## src/rtl/compare_pkg.sv

```systemverilog
// compare_pkg: shared types and helpers for the digit-serial magnitude comparator
// Contents: FSM state enum, digit compare result enum, cycles-counter width helper.
package compare_pkg;
  typedef enum logic [1:0] {IDLE, RUN, DONE} state_t;
  typedef enum logic [1:0] {CMP_EQ, CMP_GT, CMP_LT} cmp_res_t;
  function automatic int cyc_w(input int ndig);
    return $clog2(ndig + 1);
  endfunction
endpackage

```

## src/rtl/compare_digit.sv

```systemverilog
// compare_digit: combinational unsigned magnitude compare of one DIGIT-bit slice
// Ports: a, b - digit slices; res - CMP_GT / CMP_LT / CMP_EQ of a against b.
module compare_digit
  import compare_pkg::*;
#(
  parameter int DIGIT = 4
) (
  input  logic [DIGIT-1:0] a,
  input  logic [DIGIT-1:0] b,
  output cmp_res_t         res
);
  assign res = a > b ? CMP_GT : a < b ? CMP_LT : CMP_EQ;
endmodule

```

## src/rtl/compare_serial.sv

```systemverilog
// compare_serial: digit-serial MSB-first magnitude comparator with valid/ready handshakes
// Ports: clk, rst_n (async active-low); in_valid/in_ready with a, b, is_signed;
// out_valid/out_ready with one-hot agtb/aeqb/altb and cycles (digits examined).
module compare_serial
  import compare_pkg::*;
#(
  parameter int WIDTH      = 32,
  parameter int DIGIT      = 4,
  parameter int EARLY_EXIT = 1
) (
  input  logic                          clk,
  input  logic                          rst_n,
  input  logic                          in_valid,
  output logic                          in_ready,
  input  logic [WIDTH-1:0]              a,
  input  logic [WIDTH-1:0]              b,
  input  logic                          is_signed,
  output logic                          out_valid,
  input  logic                          out_ready,
  output logic                          agtb,
  output logic                          aeqb,
  output logic                          altb,
  output logic [cyc_w(WIDTH/DIGIT)-1:0] cycles
);
  localparam int NDIG = WIDTH / DIGIT;
  localparam int CW = cyc_w(NDIG);
  localparam logic [CW-1:0] LAST = CW'(NDIG);
  state_t         state;
  logic [WIDTH-1:0] sa, sb, bias;
  logic [CW-1:0]  cnt, cnt_n;
  cmp_res_t       res, res_n, dres;
  logic           fin;
  compare_digit #(.DIGIT(DIGIT)) u_dig (
    .a   (sa[WIDTH-1 -: DIGIT]),
    .b   (sb[WIDTH-1 -: DIGIT]),
    .res (dres)
  );
  // Flipping both sign bits maps two's-complement order onto unsigned order.
  assign bias = WIDTH'(is_signed) << (WIDTH - 1);
  assign in_ready = state == IDLE;
  always_comb begin
    cnt_n = cnt + 1'b1;
    // The first differing digit decides; later digits never overwrite it.
    res_n = res == CMP_EQ ? dres : res;
    fin = cnt_n == LAST || (EARLY_EXIT != 0 && dres != CMP_EQ);
  end
  always_ff @(posedge clk or negedge rst_n) begin
    if (!rst_n) begin
      state     <= IDLE;
      sa        <= '0;
      sb        <= '0;
      cnt       <= '0;
      res       <= CMP_EQ;
      out_valid <= 1'b0;
      agtb      <= 1'b0;
      aeqb      <= 1'b0;
      altb      <= 1'b0;
      cycles    <= '0;
    end else begin
      case (state)
        IDLE: if (in_valid) begin
          sa    <= a ^ bias;
          sb    <= b ^ bias;
          cnt   <= '0;
          res   <= CMP_EQ;
          state <= RUN;
        end
        RUN: begin
          sa  <= sa << DIGIT;
          sb  <= sb << DIGIT;
          cnt <= cnt_n;
          res <= res_n;
          if (fin) begin
            state     <= DONE;
            out_valid <= 1'b1;
            agtb      <= res_n == CMP_GT;
            aeqb      <= res_n == CMP_EQ;
            altb      <= res_n == CMP_LT;
            cycles    <= cnt_n;
          end
        end
        DONE: if (out_ready) begin
          state     <= IDLE;
          out_valid <= 1'b0;
        end
        default: state <= IDLE;
      endcase
    end
  end
endmodule

```

## config.mk

```make
export PLATFORM = sky130hd
export DESIGN_NAME = compare_serial
export DESIGN_NICKNAME = d
export VERILOG_FILES = /design/src/rtl/compare_pkg.sv /design/src/rtl/compare_digit.sv /design/src/rtl/compare_serial.sv
export SDC_FILE = /design/constraint.sdc
export NUM_CORES = 1
export LEC_CHECK = 0
export CORE_MARGIN = 5
export CORE_UTILIZATION = 51
export DETAILED_ROUTE_END_ITERATION = 6
export PLACE_DENSITY = 0.89
export SLEW_MARGIN = 40
export SYNTH_ARGS = -nofsm -noshare
export SYNTH_HDL_FRONTEND = slang
export SYNTH_SLANG_ARGS = --single-unit
```

## constraint.sdc

```tcl
create_clock -name clk -period 2 [get_ports clk]
set_input_delay 0.5 -clock clk [delete_from_list [all_inputs] [get_ports clk]]
set_output_delay 0.5 -clock clk [all_outputs]
set_load 0.02 [all_outputs]
```

==> results of run 1 <==
## registers in the layout (all words and copies together) (netlist names), 2 cells and up
register / cells
state: 2
cnt: 4
res: 2
sa: 32
cycles: 4
sb: 32
## worst min-delay path by stage
stage          start               endpoint  slack [ns]  cells after the start
2_1_floorplan  rst_n       aeqb$_DFFE_PN0P_        0.20                      0
3_3_place_gp   rst_n  cycles[0]$_DFFE_PN0P_        0.46                      1
3_5_place_dp   rst_n  cycles[2]$_DFFE_PN0P_        0.46                      1
4_1_cts        rst_n     sb[29]$_DFFE_PN0P_        0.09                      1
5_1_grt        rst_n     cnt[0]$_DFFE_PN0P_        0.10                      1
6_report       rst_n       altb$_DFFE_PN0P_        0.08                      1
## cells by family (layout without fill, tap and decap cells)
group,after synthesis,in the layout,synth area share (%)
and+or+nand+nor,84,84,11.15
AOI/OAI and AO/OA,154,154,27.07
xor gates and xnor gates,4,4,0.9407
DFF,80,80,53.75
adders and majority gates,5,5,1.680
muxes,3,3,0.9069
buffers and inverters,36,115,4.501
## cell usage in the layout (no fill, tap or decap), types with 2 or more instances in the layout
cell type	instances
nor2b_4	2
nand2_1	52
a31oi_1	2
and2_1	2
clkdlybuf4s50_1	75
nor2b_1	12
buf_12	3
clkbuf_1	2
o22ai_1	5
xnor2_1	3
clkbuf_8	12
buf_4	12
a21oi_1	15
a22o_1	9
dfrtp_2	2
a22oi_1	53
o21ai_0	60
inv_1	7
bufinv_16	2
nor2_1	7
ha_1	5
mux2_2	2
dfrtp_1	78
## final cells by class
class	instances	area [µm²]	share of cell area, %
sequential	80	2004	41.12
multi-input combinational	250	1570	32.21
timing repair buffer	91	913.4	18.74
clock buffer	14	172.7	3.542
tap	99	123.9	2.541
clock inverter	2	60.06	1.232
inverter	8	30.03	0.6160
## stage by stage
step	utilization (%)	hold slack [ns]	cell area [µm²]	setup WS [ns]
finish	67.93	0.08338	4875	0.1062
CTS	67.90	0.08823	4872	0.01299
global route	67.93	0.1017	4875	0.03290
detailed placement	64.66	0.4609	4639	0.02895
floorplan	-	0.2044	3725	0.2601
global placement	64.66	0.4586	4639	0.1027
## report_power, final
part / switching [W] / internal [W]
registers: 0.000497 / 0.00235
logic: 0.00176 / 0.00133
clock network: 0.000565 / 0.000808
total: 0.00282 / 0.00449
## worst reg2reg max path: cells and delay by family (launching register included)
family | cells | cell delay (ns)
and+or+nand+nor | 2 | 0.40
DFF | 1 | 0.38
AOI/OAI and AO/OA | 2 | 0.37
adders and majority gates | 1 | 0.26
muxes | 1 | 0.26
buffers and inverters | 1 | 0.09
## metal layers
layer	wire length, µm	vias to the layer above
li1	-	1465
met5	0	-
met2	4912	148
met4	191	0
met1	3855	1567
met3	637	20
## repair_timing
item	4_1_cts	5_1_grt
endpoints found under the setup margin	0	1
hold buffers	0	0
resized for setup	0	1
==> results.ini, run 1 <==
[grt]
grt_remaining_overflow = 0
grtUsageMet3_pct = 3.710
antenna_found_initial = 0
use_met2_pct = 37.90
grt_first_pass_wirelength_mm = 15.84
grt_max_degree = 51
grt_usage_pct = 22.43
busiest_layer = met2
grt_use_met1_pct = 29.00
grt_pass1_vias = 3229

[setup_path]
cp.required_ns = 2.24
cp.depth = 7
r2r_end = agtb$_DFFE_PN0P_
worst-path-buf-inv = 1
critPathCaptureType = flip-flop
ff2ff_setup_slack_ns = 0.11
r2r-start = sb[29]$_DFFE_PN0P_
crit_path_max_fanout = 4
crit_chain = inv_1 > ha_1 > nor2b_4 > or2_0 > a31oi_4 > o22ai_1 > mux2_2
max_stage_delay_ns = 0.38
worst_path_dominant_cell_family = simple AND/OR/NAND/NOR gates
path_class = flip-flop to flip-flop
crit_end = agtb$_DFFE_PN0P_
slowest_stage = dfrtp_1
worstPathArrival_ns = 2.13
setup.worst_path.start = sb[29]$_DFFE_PN0P_
timing.critical_path.from_type = flip-flop
worstRegToRegCells = 7

[sta]
clock.fmax_ghz = 0.5280
clock_skew_ns = 0.007933
relSlewSlack_pct = 70.32
setup_viol = 0
fin_crit_sh_pct = 94.69
rsz0062_at_grt = no
tns_ns = 0
finalCriticalPeriod_ns = 1.894
hold_viol_final = 0
drv_slew = 0
worst_pin_slew_ns = 0.4452

[placement]
gp_congestion = 0.8889
dp_cells = 528
place_hpwl_mm = 6.628
portBuffers = 77

[detailed_routing]
drc = 0
routed_via_density = 5.882
num_vias = 3200
wire_per_inst_um = 17.64
drt_iter0_markers = 204
dr.pass1.iters = 6
postRouteAntennaNets = 0
finalWirelength_mm = 9.597

[outcome]
status = complete, no violations

[floorplanning]
die_h_um = 95.46
design.die.area_um2 = 9113
core-area_um2 = 7176
std_cell_rows = 31
ios = 78
initial_core_util_pct = 51.91
die_width_um = 95.46

[logic_synthesis]
yosysMostFrequentCell = dfrtp_1
synth_ff_type = dfrtp_1
ys_top_cells_by_area = dfrtp_1, a22oi_1, o21ai_0
yosysSeqAreaShare_pct = 53.75
syn_inst = 366
synth_seq_cells = 80
synth_top_cell_by_area = dfrtp_1
yosys_warnings = 0
synth_commonest_cells = dfrtp_1, o21ai_0, a22oi_1
syn_area_um2 = 3725
syn_area_per_cell_um2 = 10.18
synth.distinct_cells = 43
synth_top_area_share_pct = 53.75
synth_edf_count = 0
syn-num-nets = 440
async_flop_share_pct = 100.0

[flow_run]
maxCapViolations = 0

[pwr]
power.density_nw_per_um2 = 1501
ir_worst_vdd_mv = 0.6390
power.total_w = 0.007315
power.leakage_nw = 2.059

[layout]
nets = 514
final_cells = 544
n_fill_cell = 542
areaGrowthSynthToFinish_pct = 30.87
diodes = 0
drive_above_1_share_pct = 10.11

[clock_network]
cts_sinks = 80
cts_made_buffers = 9
cts_setup_buffers = 0
clock_latency_ns = 0.34
cts_root_buffer = clkbuf_8
cts-htree-levels = 3
cts_tree = done
clockBufferDepth = 2
path_clk_slew_ns = 0.08

[min_path]
hp-class = input port to async pin

No activity file was read; power rests on OpenSTA's default activity.
==> run 2: changes to the inputs <==
- GPL_TIMING_DRIVEN: unset -> 1
- SKIP_CTS_REPAIR_TIMING: unset -> 1
==> results of run 2 <==
Final layout, timing and power as in run 1 (identical DEF).
